`src/rtl/ihex_sram_loader.sv`:
```
// Intel-HEX ASCII loader: parses records and writes byte-swapped words to SRAM.
// Holds the core in reset until a valid EOF record has been parsed.
module ihex_sram_loader #(
  parameter int          ADDR_W   = 16,
  parameter logic [15:0] HI_MATCH = 16'h8010,
  parameter logic [17:0] HI_BASE  = 18'h20000
) (
  input  logic              clk_i,
  input  logic              rst_ni,
  input  logic              rx_valid_i,
  input  logic [7:0]        rx_data_i,
  output logic              rx_ready_o,
  output logic              mem_req_o,
  output logic [ADDR_W-1:0] mem_addr_o,
  output logic [31:0]       mem_wdata_o,
  input  logic              mem_gnt_i,
  output logic              core_rst_no,
  output logic              done_o,
  output logic              error_o,
  output logic [1:0]        err_code_o
);

  typedef enum logic [2:0] {
    S_IDLE, S_LEN, S_ADDR, S_TYPE,
    S_DATA, S_CSUM, S_DONE, S_ERR
  } state_e;

  state_e            state_q, state_d;
  logic              run_q;
  logic              nib_q, nib_d;
  logic [3:0]        hi_q, hi_d;
  logic [7:0]        len_q, len_d;
  logic [7:0]        cnt_q, cnt_d;
  logic [15:0]       addr_q, addr_d;
  logic [7:0]        type_q, type_d;
  logic [7:0]        sum_q, sum_d;
  logic [23:0]       dbuf_q, dbuf_d;
  logic [17:0]       base_q, base_d;
  logic [ADDR_W-1:0] waddr_q, waddr_d;
  logic              req_q, req_d;
  logic [ADDR_W-1:0] maddr_q, maddr_d;
  logic [31:0]       wdata_q, wdata_d;
  logic              crst_q, crst_d;
  logic [1:0]        err_q, err_d;

  logic       acc;
  logic       hex_v;
  logic [3:0] hex_n;
  logic       byte_v;
  logic [7:0] byte_b;
  logic       ty_ok;
  logic [17:0] bsum;

  assign acc  = rx_valid_i & rx_ready_o;
  assign bsum = base_q + {2'b00, addr_q};

  assign rx_ready_o  = run_q & ~req_q;
  assign mem_req_o   = req_q;
  assign mem_addr_o  = maddr_q;
  assign mem_wdata_o = wdata_q;
  assign core_rst_no = crst_q;
  assign done_o      = (state_q == S_DONE);
  assign error_o     = (state_q == S_ERR);
  assign err_code_o  = err_q;

  // ASCII hex digit decode, case-insensitive
  always_comb begin
    hex_v = 1'b1;
    hex_n = 4'h0;
    unique case (1'b1)
      (rx_data_i >= 8'h30 && rx_data_i <= 8'h39):
        hex_n = rx_data_i[3:0];
      (rx_data_i >= 8'h41 && rx_data_i <= 8'h46),
      (rx_data_i >= 8'h61 && rx_data_i <= 8'h66):
        hex_n = rx_data_i[3:0] + 4'd9;
      default:
        hex_v = 1'b0;
    endcase
  end

  // Record parser, word assembly and write handshake
  always_comb begin
    state_d = state_q;
    nib_d   = nib_q;
    hi_d    = hi_q;
    len_d   = len_q;
    cnt_d   = cnt_q;
    addr_d  = addr_q;
    type_d  = type_q;
    sum_d   = sum_q;
    dbuf_d  = dbuf_q;
    base_d  = base_q;
    waddr_d = waddr_q;
    req_d   = req_q;
    maddr_d = maddr_q;
    wdata_d = wdata_q;
    err_d   = err_q;
    crst_d  = (state_q == S_DONE);
    byte_v  = 1'b0;
    byte_b  = {hi_q, hex_n};
    ty_ok   = 1'b0;

    if (req_q && mem_gnt_i) req_d = 1'b0;

    if (acc) begin
      unique case (state_q)
        S_IDLE: begin
          if (rx_data_i == 8'h3A) begin
            state_d = S_LEN;
            sum_d   = 8'h00;
            nib_d   = 1'b0;
            cnt_d   = 8'h00;
          end else if (rx_data_i != 8'h0D &&
                       rx_data_i != 8'h0A &&
                       rx_data_i != 8'h20) begin
            state_d = S_ERR;
            err_d   = 2'd1;
          end
        end
        S_LEN, S_ADDR, S_TYPE, S_DATA, S_CSUM: begin
          if (!hex_v) begin
            state_d = S_ERR;
            err_d   = 2'd1;
          end else if (!nib_q) begin
            nib_d = 1'b1;
            hi_d  = hex_n;
          end else begin
            nib_d  = 1'b0;
            byte_v = 1'b1;
          end
        end
        default: ;
      endcase
    end

    if (byte_v) begin
      sum_d = sum_q + byte_b;
      unique case (state_q)
        S_LEN: begin
          len_d   = byte_b;
          cnt_d   = 8'h00;
          state_d = S_ADDR;
        end
        S_ADDR: begin
          addr_d = {addr_q[7:0], byte_b};
          cnt_d  = cnt_q + 8'd1;
          if (cnt_q[0]) state_d = S_TYPE;
        end
        S_TYPE: begin
          type_d  = byte_b;
          cnt_d   = 8'h00;
          waddr_d = ADDR_W'(bsum >> 2);
          unique case (byte_b)
            8'h00: ty_ok = len_q inside {8'd4, 8'd8, 8'd12, 8'd16};
            8'h01: ty_ok = (len_q == 8'd0);
            8'h04: ty_ok = (len_q == 8'd2);
            8'h03, 8'h05: ty_ok = 1'b1;
            default: ty_ok = 1'b0;
          endcase
          if (!ty_ok) begin
            state_d = S_ERR;
            err_d   = 2'd2;
          end else if (len_q == 8'd0) begin
            state_d = S_CSUM;
          end else begin
            state_d = S_DATA;
          end
        end
        S_DATA: begin
          if (cnt_q[1:0] == 2'd3) begin
            if (type_q == 8'h00) begin
              req_d   = 1'b1;
              maddr_d = waddr_q;
              wdata_d = {byte_b, dbuf_q};
              waddr_d = waddr_q + ADDR_W'(1);
            end
          end else begin
            dbuf_d[8*cnt_q[1:0] +: 8] = byte_b;
          end
          cnt_d = cnt_q + 8'd1;
          if (cnt_d == len_q) state_d = S_CSUM;
        end
        S_CSUM: begin
          if (sum_d != 8'h00) begin
            state_d = S_ERR;
            err_d   = 2'd3;
          end else if (type_q == 8'h01) begin
            state_d = S_DONE;
          end else begin
            state_d = S_IDLE;
            if (type_q == 8'h04)
              base_d = ({dbuf_q[7:0], dbuf_q[15:8]} == HI_MATCH) ?
                       HI_BASE : 18'h0;
          end
        end
        default: ;
      endcase
    end
  end

  // State and datapath registers
  always_ff @(posedge clk_i or negedge rst_ni) begin
    if (!rst_ni) begin
      state_q <= S_IDLE;
      run_q   <= 1'b0;
      nib_q   <= 1'b0;
      hi_q    <= 4'h0;
      len_q   <= 8'h00;
      cnt_q   <= 8'h00;
      addr_q  <= 16'h0000;
      type_q  <= 8'h00;
      sum_q   <= 8'h00;
      dbuf_q  <= 24'h0;
      base_q  <= 18'h0;
      waddr_q <= '0;
      req_q   <= 1'b0;
      maddr_q <= '0;
      wdata_q <= 32'h0;
      crst_q  <= 1'b0;
      err_q   <= 2'd0;
    end else begin
      state_q <= state_d;
      run_q   <= 1'b1;
      nib_q   <= nib_d;
      hi_q    <= hi_d;
      len_q   <= len_d;
      cnt_q   <= cnt_d;
      addr_q  <= addr_d;
      type_q  <= type_d;
      sum_q   <= sum_d;
      dbuf_q  <= dbuf_d;
      base_q  <= base_d;
      waddr_q <= waddr_d;
      req_q   <= req_d;
      maddr_q <= maddr_d;
      wdata_q <= wdata_d;
      crst_q  <= crst_d;
      err_q   <= err_d;
    end
  end

endmodule

```
`config.mk`:
```
export PLATFORM = sky130hd
export DESIGN_NAME = ihex_sram_loader
export DESIGN_NICKNAME = d
export VERILOG_FILES = /design/src/rtl/ihex_sram_loader.sv
export SDC_FILE = /design/constraint.sdc
export NUM_CORES = 1
export LEC_CHECK = 0
export CAP_MARGIN = 20
export CORE_MARGIN = 4
export CORE_UTILIZATION = 45
export CTS_CLUSTER_SIZE = 8
export DETAILED_ROUTE_END_ITERATION = 10
export DONT_BUFFER_PORTS = 1
export PLACE_DENSITY = 0.61
export SLEW_MARGIN = 20
export SYNTH_ARGS = -nofsm -noshare
export SYNTH_HDL_FRONTEND = slang
export SYNTH_SLANG_ARGS = --single-unit
```
`constraint.sdc`:
```
create_clock -name clk_i -period 2.64 [get_ports clk_i]
set_input_delay 0.528 -clock clk_i [delete_from_list [all_inputs] [get_ports clk_i]]
set_output_delay 0.528 -clock clk_i [all_outputs]
set_load 0.005 [all_outputs]
```
==> metrics.txt <==
Clk Latency, worst-skew pair=420 ps; CP max stage cell=or4b_4; PwrDens=587 mW/mm^2; critical path arrival=3390 ps; area leader, netlist=dfrtp_1; internal power=4030 uW; clock skew=9.84 ps; outcome=complete, but fails checks; Worst-Margin Slew=825 ps; Detail Placement HPWL=13.0 mm; first-pass GRT wire length=30.5 mm; sequential share of power=0.474; Clk pwr share=0.439; Syn Nets=742; CTS sink cnt=150; clk buf depth=2; CP max FO=3; synthesized area=0.00744 mm^2; Final min period=3100 ps; setup violators final=7; critical path capture point type=flip-flop; CTS tree=yes; #FFs+latches synth=150; Final period util=1.17; fraction of the mapped netlist area in adder cells=0.0313; Switching Share=0.241; detailed-route via count=5760; Final nets=799; Area growth, synth to finish=21.4%; First-pass DRT Iterations=5; Post-synth ARST share=1.00; Logic pwr share=0.087; via count of the first global-routing pass=5773; Buffers on Ports=0; clk root buf=clkbuf_16; DRT iter0 DRCs=403; routed wire length=18.6 mm; Synth area leaders=dfrtp_1 50%, mux2_4 5.4%, mux2_2 5.3%; Die Y=137 um; most frequent cells in the layout=150 x dfrtp_1, 92 x nand2_1, 68 x buf_4; wire per inst=18.7 um; post-layout utilization of the core=0.563; Final Slew Violations=0; type of the worst setup path=input port to flip-flop; Top-Level Pins=67; Yosys cell types=63; via/cell ratio=5.79; largest family of logic cells by synthesized area=simple AND/OR/NAND/NOR gates; post-route setup slack=-458 ps; Simple-Gate Fraction of Synth Area=0.151; commonest non-fill, non-tap cell in the layout=dfrtp_1; max cap viols=0; core area=0.0161 mm^2; Placer Congestion=0.890; Detail Route Antenna Nets=0; total global routing overflow=0; initial antenna violation count=0; Final Hold Fails=150; Post-Syn Instances=712; # diodes=0; Seq/Total Area, Yosys=0.504; Die X=137 um; CTS buffer count=17; # H-tree levels=4; die area=0.0187 mm^2; Avg Inst Size Synth=10.5 um^2; f_max=323 MHz; Yosys top cell area share=0.504; CTS clk-pin slew, worst paths=60 ps; Fillers=1316; Post-synth EDFFs=0; share of post-route cells with drive strength above 1=0.285; leakage=0.00420 uW; sw power=1280 uW; startpoint types=input port; maximum vdd ir drop=0.466 mV; Site Rows=46; Worst Path Required=2930 ps; pin count of the biggest net entering global routing=151; type of the worst min-delay path=input port to async pin; WHS=-192 ps; Ys Warns=0; Place WS=-1020 ps; compound-cell area share of the yosys netlist=0.147; Crit path largest cell delay=560 ps; post-synthesis mux area share=0.109; drt drc=0; Total GRT Usage=0.210; RSZ-0062 raised after global routing=true; crit-path cells=or4b_4 -> a311oi_4 -> a22oi_2 -> inv_2 -> ha_4 -> a211oi_4 -> buf_6 -> nor2_4 -> xor2_2 -> nor4_4 -> a311oi_1 -> o32ai_1 -> nand3_1; Initial Utilization=0.463; xor/xnor share of the synthesized area=0.0224; worst rel slew slack=0.447; violated checks=negative hold slack, negative setup slack; Synth Flop Type=dfrtp_1
==> per-layer routing <==
metal / share of wire / vias to the layer above / GRT usage
li1: - / 2675 / -
met1: 0.44 / 2850 / 0.277
met2: 0.49 / 206 / 0.344
met3: 0.065 / 29 / 0.0574
met4: 0.013 / 0 / 0.0515
met5: 0 / - / 0
==> synth_stat cells (all sizes together) (3+ instances only) <==
master and n:
o31ai 13, inv 16, nand2 95, o211ai 5
a21oi 43, xnor2 12, nor2b 5, and2 3
nand3b 5, or4 4, nor4b 4, o22ai 7
or4b 3, a211oi 3, o2111ai 3, o21ai 68
nor3b 5, nand3 13, ha 17, nand4 7
a22oi 5, and3 10, a22o 11, buf 18
xor2 7, nor4 6, nand2b 4, mux2 62
dfrtp 150, a31oi 5, nor2 44, nor3 15
clkbuf 20
==> cells by family after synthesis <==
family / Yosys count
simple gates: 229
compound gates: 177
flops: 150
mux: 63
buf+inv: 55
xor+xnor: 19
fa+ha+maj: 18
other cells: 1
==> path summary, 6_finish.rpt <==
kind / startpoint / end / slack, ps / cells after the start
min in group clk_i: mem_gnt_i / mem_req_o / 190 / 1
worst min register to register: dbuf_q[21] / dbuf_q[21] / 500 / 2
worst max-delay path: rx_data_i[7] / state_q[0] / -460 / 13
worst min-delay path: rst_ni / mem_wdata_o[5] / -190 / 0
worst max register to register: sum_q[0] / state_q[0] / 90 / 9
max in group asynchronous: rst_ni / waddr_q[6] / 2610 / 0
==> registers in the layout, summed over array words and instances, names as in the netlist, 2 cells and up <==
register	cells
state_q	3
mem_addr_o	16
err_code_o	2
len_q	8
mem_wdata_o	32
addr_q	16
cnt_q	8
waddr_q	16
sum_q	8
hi_q	4
type_q	8
dbuf_q	24
==> repair_timing <==
action | in CTS | in global routing
buffers inserted | 9 | 4
endpoints found under the hold margin | 150 | 150
pin swaps | 20 | 8
resized for setup | 22 | 15
endpoints found under the setup margin | 70 | 31
cloned | 1 | 0
==> final cells by class <==
class	instances	area [um^2]	area share
Clock buffer	21	460	0.0510
Clock inverter	8	103	0.0114
Inverter	17	66.3	0.00734
Multi-Input combinational cell	507	3720	0.412
Sequential cell	150	3750	0.415
Tap cell	216	270	0.0299
Timing Repair Buffer	76	659	0.0730
==> critical path: cells and delay by family <==
family | cells | cell delay, ps
simple gates | 4 | 1050
xor+xnor | 1 | 160
fa+ha+maj | 1 | 220
compound gates | 5 | 1160
buf+inv | 2 | 270
==> metrics by stage <==
stage	hold WS (ps)	cells	area, um^2	total power (uW)	TNS (ps)
after floorplan	232	712	7660	2810	-24680
after global placement	239	954	8190	2940	-43210
after detailed placement	238	954	8190	2960	-57650
after CTS	-207	993	8930	5330	-2040
after global routing	-213	995	9040	5510	-3280
final	-192	995	9040	5300	-2490
==> power by group through the flow <==
stage	Clock, uW	Sequential, uW	Combinational, uW
floorplan	0	2510	300
global placement	0	2550	396
detailed placement	0	2550	409
CTS	2370	2510	446
global route	2470	2530	508
finish	2330	2520	461
(Power assumes the default switching activity.)
==> variant (same settings) <==
Change the parameter `ADDR_W` from 16 to 17.
--- a/src/rtl/ihex_sram_loader.sv
+++ b/src/rtl/ihex_sram_loader.sv
@@ -1,7 +1,7 @@
 // Intel-HEX ASCII loader: parses records and writes byte-swapped words to SRAM.
 // Holds the core in reset until a valid EOF record has been parsed.
 module ihex_sram_loader #(
-  parameter int          ADDR_W   = 16,
+  parameter int          ADDR_W   = 17,
   parameter logic [15:0] HI_MATCH = 16'h8010,
   parameter logic [17:0] HI_BASE  = 18'h20000
 ) (
Ports: changed (resized mem_addr_o); port bits go from 67 to 68. The function was not compared with the original's and may differ.
==> variant against the unedited design <==
  * Sequential cell count increased by 2
  * Largest power group unchanged
  * Critical endpoint is now state_q[1]$_DFF_PN0_
  * Worst setup slack got worse by 0.036 ns
  * Sequential power about the same
  * Synthesized area increased by 2.0%
  * Design area decreased by 0.97%
  * Routed wire length about the same
  * The flow still finishes with violations (hold timing, setup timing)
  * Total power increased by 8.9%
  * Sequential share of layout area increased by 0.97 points
==> variant: results (changes against the unedited design) <==
stage;metric;value;unit;change
timing;finalSetupViolCount;6;;-1
timing;hold_violations;152;;+1.3%
global_route;track_usage;0.205;;-0.00506
yosys;synth_mux_area_frac;0.108;;-0.000432
drt;vias;5658;;-1.8%
cts;cts.clk_slew.worst_paths;0.06;ns;about the same
drt;drtIter0Drc;373;;-7.4%
pwr;p_int;4.21;mW;+4.4%
outcome;run_status;finished with violations;;
drt;detail_route.wl_per_cell;18.6;um;-0.91%
timing;fin_setup_tns;-2.29;ns;+0.196 ns
placed_design;dpl_worst_slack;-0.910;ns;+0.111 ns
worst_setup_path;regToRegSetupSlack;0.03;ns;-0.06 ns
placed_design;placedInstanceArea;8190;um2;about the same
worst_setup_path;critPathArrivalTime;3.45;ns;+0.06 ns
yosys;synth_nets;752;;+1.3%
yosys;avgSynthCellArea;10.5;um2;+0.68%
worst_setup_path;rr_worst_depth;7;;-2
yosys;synth_cell_types;75;;+19%
placed_design;gp_congestion;0.866;;-2.7%
global_route;grt_max_degree;153;;+1.3%
finish;layout.nets;803;;+0.50%
placed_design;portBuffers;0;;unchanged
worst_setup_path;worst_r2r_endpoint;state_q[1]$_DFF_PN0_;;
yosys;synth.top_cells.by_count;152 x dfrtp_1, 87 x nand2_1, 62 x mux2_2, 58 x o21ai_0, 44 x a21oi_1;;
cts;numCtsBuffers;17;;unchanged
outcome;violations;hold timing, setup timing;;
yosys;yosys.area_share.adder;0.0323;;+0.00105
yosys;synth_compound_area_frac;0.137;;-0.0101
cts;cts_setup_buffers;5;;-4
cts;cts_resized;9;;-59%
yosys;synth_area_leaders;dfrtp_1 50%, mux2_2 9.2%, nand2_1 4.3%, o21ai_0 3.8%, ha_1 3.0%;;
timing;tightest_slew;0.509;ns;-0.317 ns
global_route;grt_pass1_vias;5785;;+0.21%
placed_design;dp_hpwl;13.1;mm;+0.25%
worst_setup_path;r2r-start;len_q[0]$_DFFE_PN0P_;;
timing;holdWs;-0.203;ns;-0.0111 ns
timing;setup_slack;-0.494;ns;-0.0362 ns
placed_design;dp.cells;966;;+1.3%
worst_setup_path;cp-startpoint;rx_data_i[1];;
yosys;seq_area_frac_synth;0.501;;-0.00305
timing;finClkSkew;0.0122;ns;+0.00233 ns
worst_setup_path;max_stage_delay;0.38;ns;-0.18 ns
worst_setup_path;path_max_fanout;7;;+4
finish;drive_above_1_share;0.269;;-0.0162
pwr;ir_drop;0.000493;V;+5.8%
pwr;p_leak;4.14;nW;-1.2%
drt;vias_per_cell;5.63;;-2.7%
variant: changes by cell type after synthesis, moves of 4 or more:
cell | unedited run | this run
a22o_1 | 11 | 1
and3_1 | 10 | 5
buf_6 | 5 | 10
clkbuf_1 | 20 | 16
mux2_2 | 35 | 62
mux2_4 | 27 | 4
nand2_1 | 95 | 87
nand3_1 | 13 | 24
o211ai_1 | 5 | 0
o21ai_1 | 5 | 12
o31ai_1 | 13 | 2
variant: metal layers:
metal	vias to the layer above	wire (um)	global-route usage	part of all wire
li1	2674	-	-	-
met1	2798	8190	0.269	0.44
met2	160	8870	0.330	0.48
met3	26	1320	0.0650	0.071
met4	0	267	0.0510	0.014
met5	-	0	0	0
variant: layout make-up:
cell class              instances  area (um2)
clock buffers                  18         429
inverters                      19        77.6
clock inverters                14         171
multi-input cells             513        3660
well taps                     220         275
flip-flops and latches        152        3800
repair buffers                 69         534
fillers                      1396        7580
variant: power groups by stage:
stage / clock network, mW / registers (mW) / logic, mW
after global placement: 0 / 2.56 / 0.712
after detailed placement: 0 / 2.56 / 0.735
after CTS: 2.51 / 2.52 / 0.744
final: 2.47 / 2.52 / 0.777
after global routing: 2.63 / 2.53 / 0.855
after floorplan: 0 / 2.52 / 0.522
variant: worst min path at each step:
stage,slack (ns),from,cells past startpoint,to
3_5_place_dp,0.24,rst_ni,0,mem_wdata_o[18]$_DFFE_PN0P_
5_1_grt,-0.23,rst_ni,0,mem_wdata_o[17]$_DFFE_PN0P_
2_1_floorplan,0.23,rst_ni,0,addr_q[0]$_DFFE_PN0P_
6_report,-0.20,rst_ni,0,mem_wdata_o[18]$_DFFE_PN0P_
4_1_cts,-0.21,rst_ni,0,mem_wdata_o[18]$_DFFE_PN0P_
3_3_place_gp,0.24,rst_ni,0,mem_wdata_o[22]$_DFFE_PN0P_
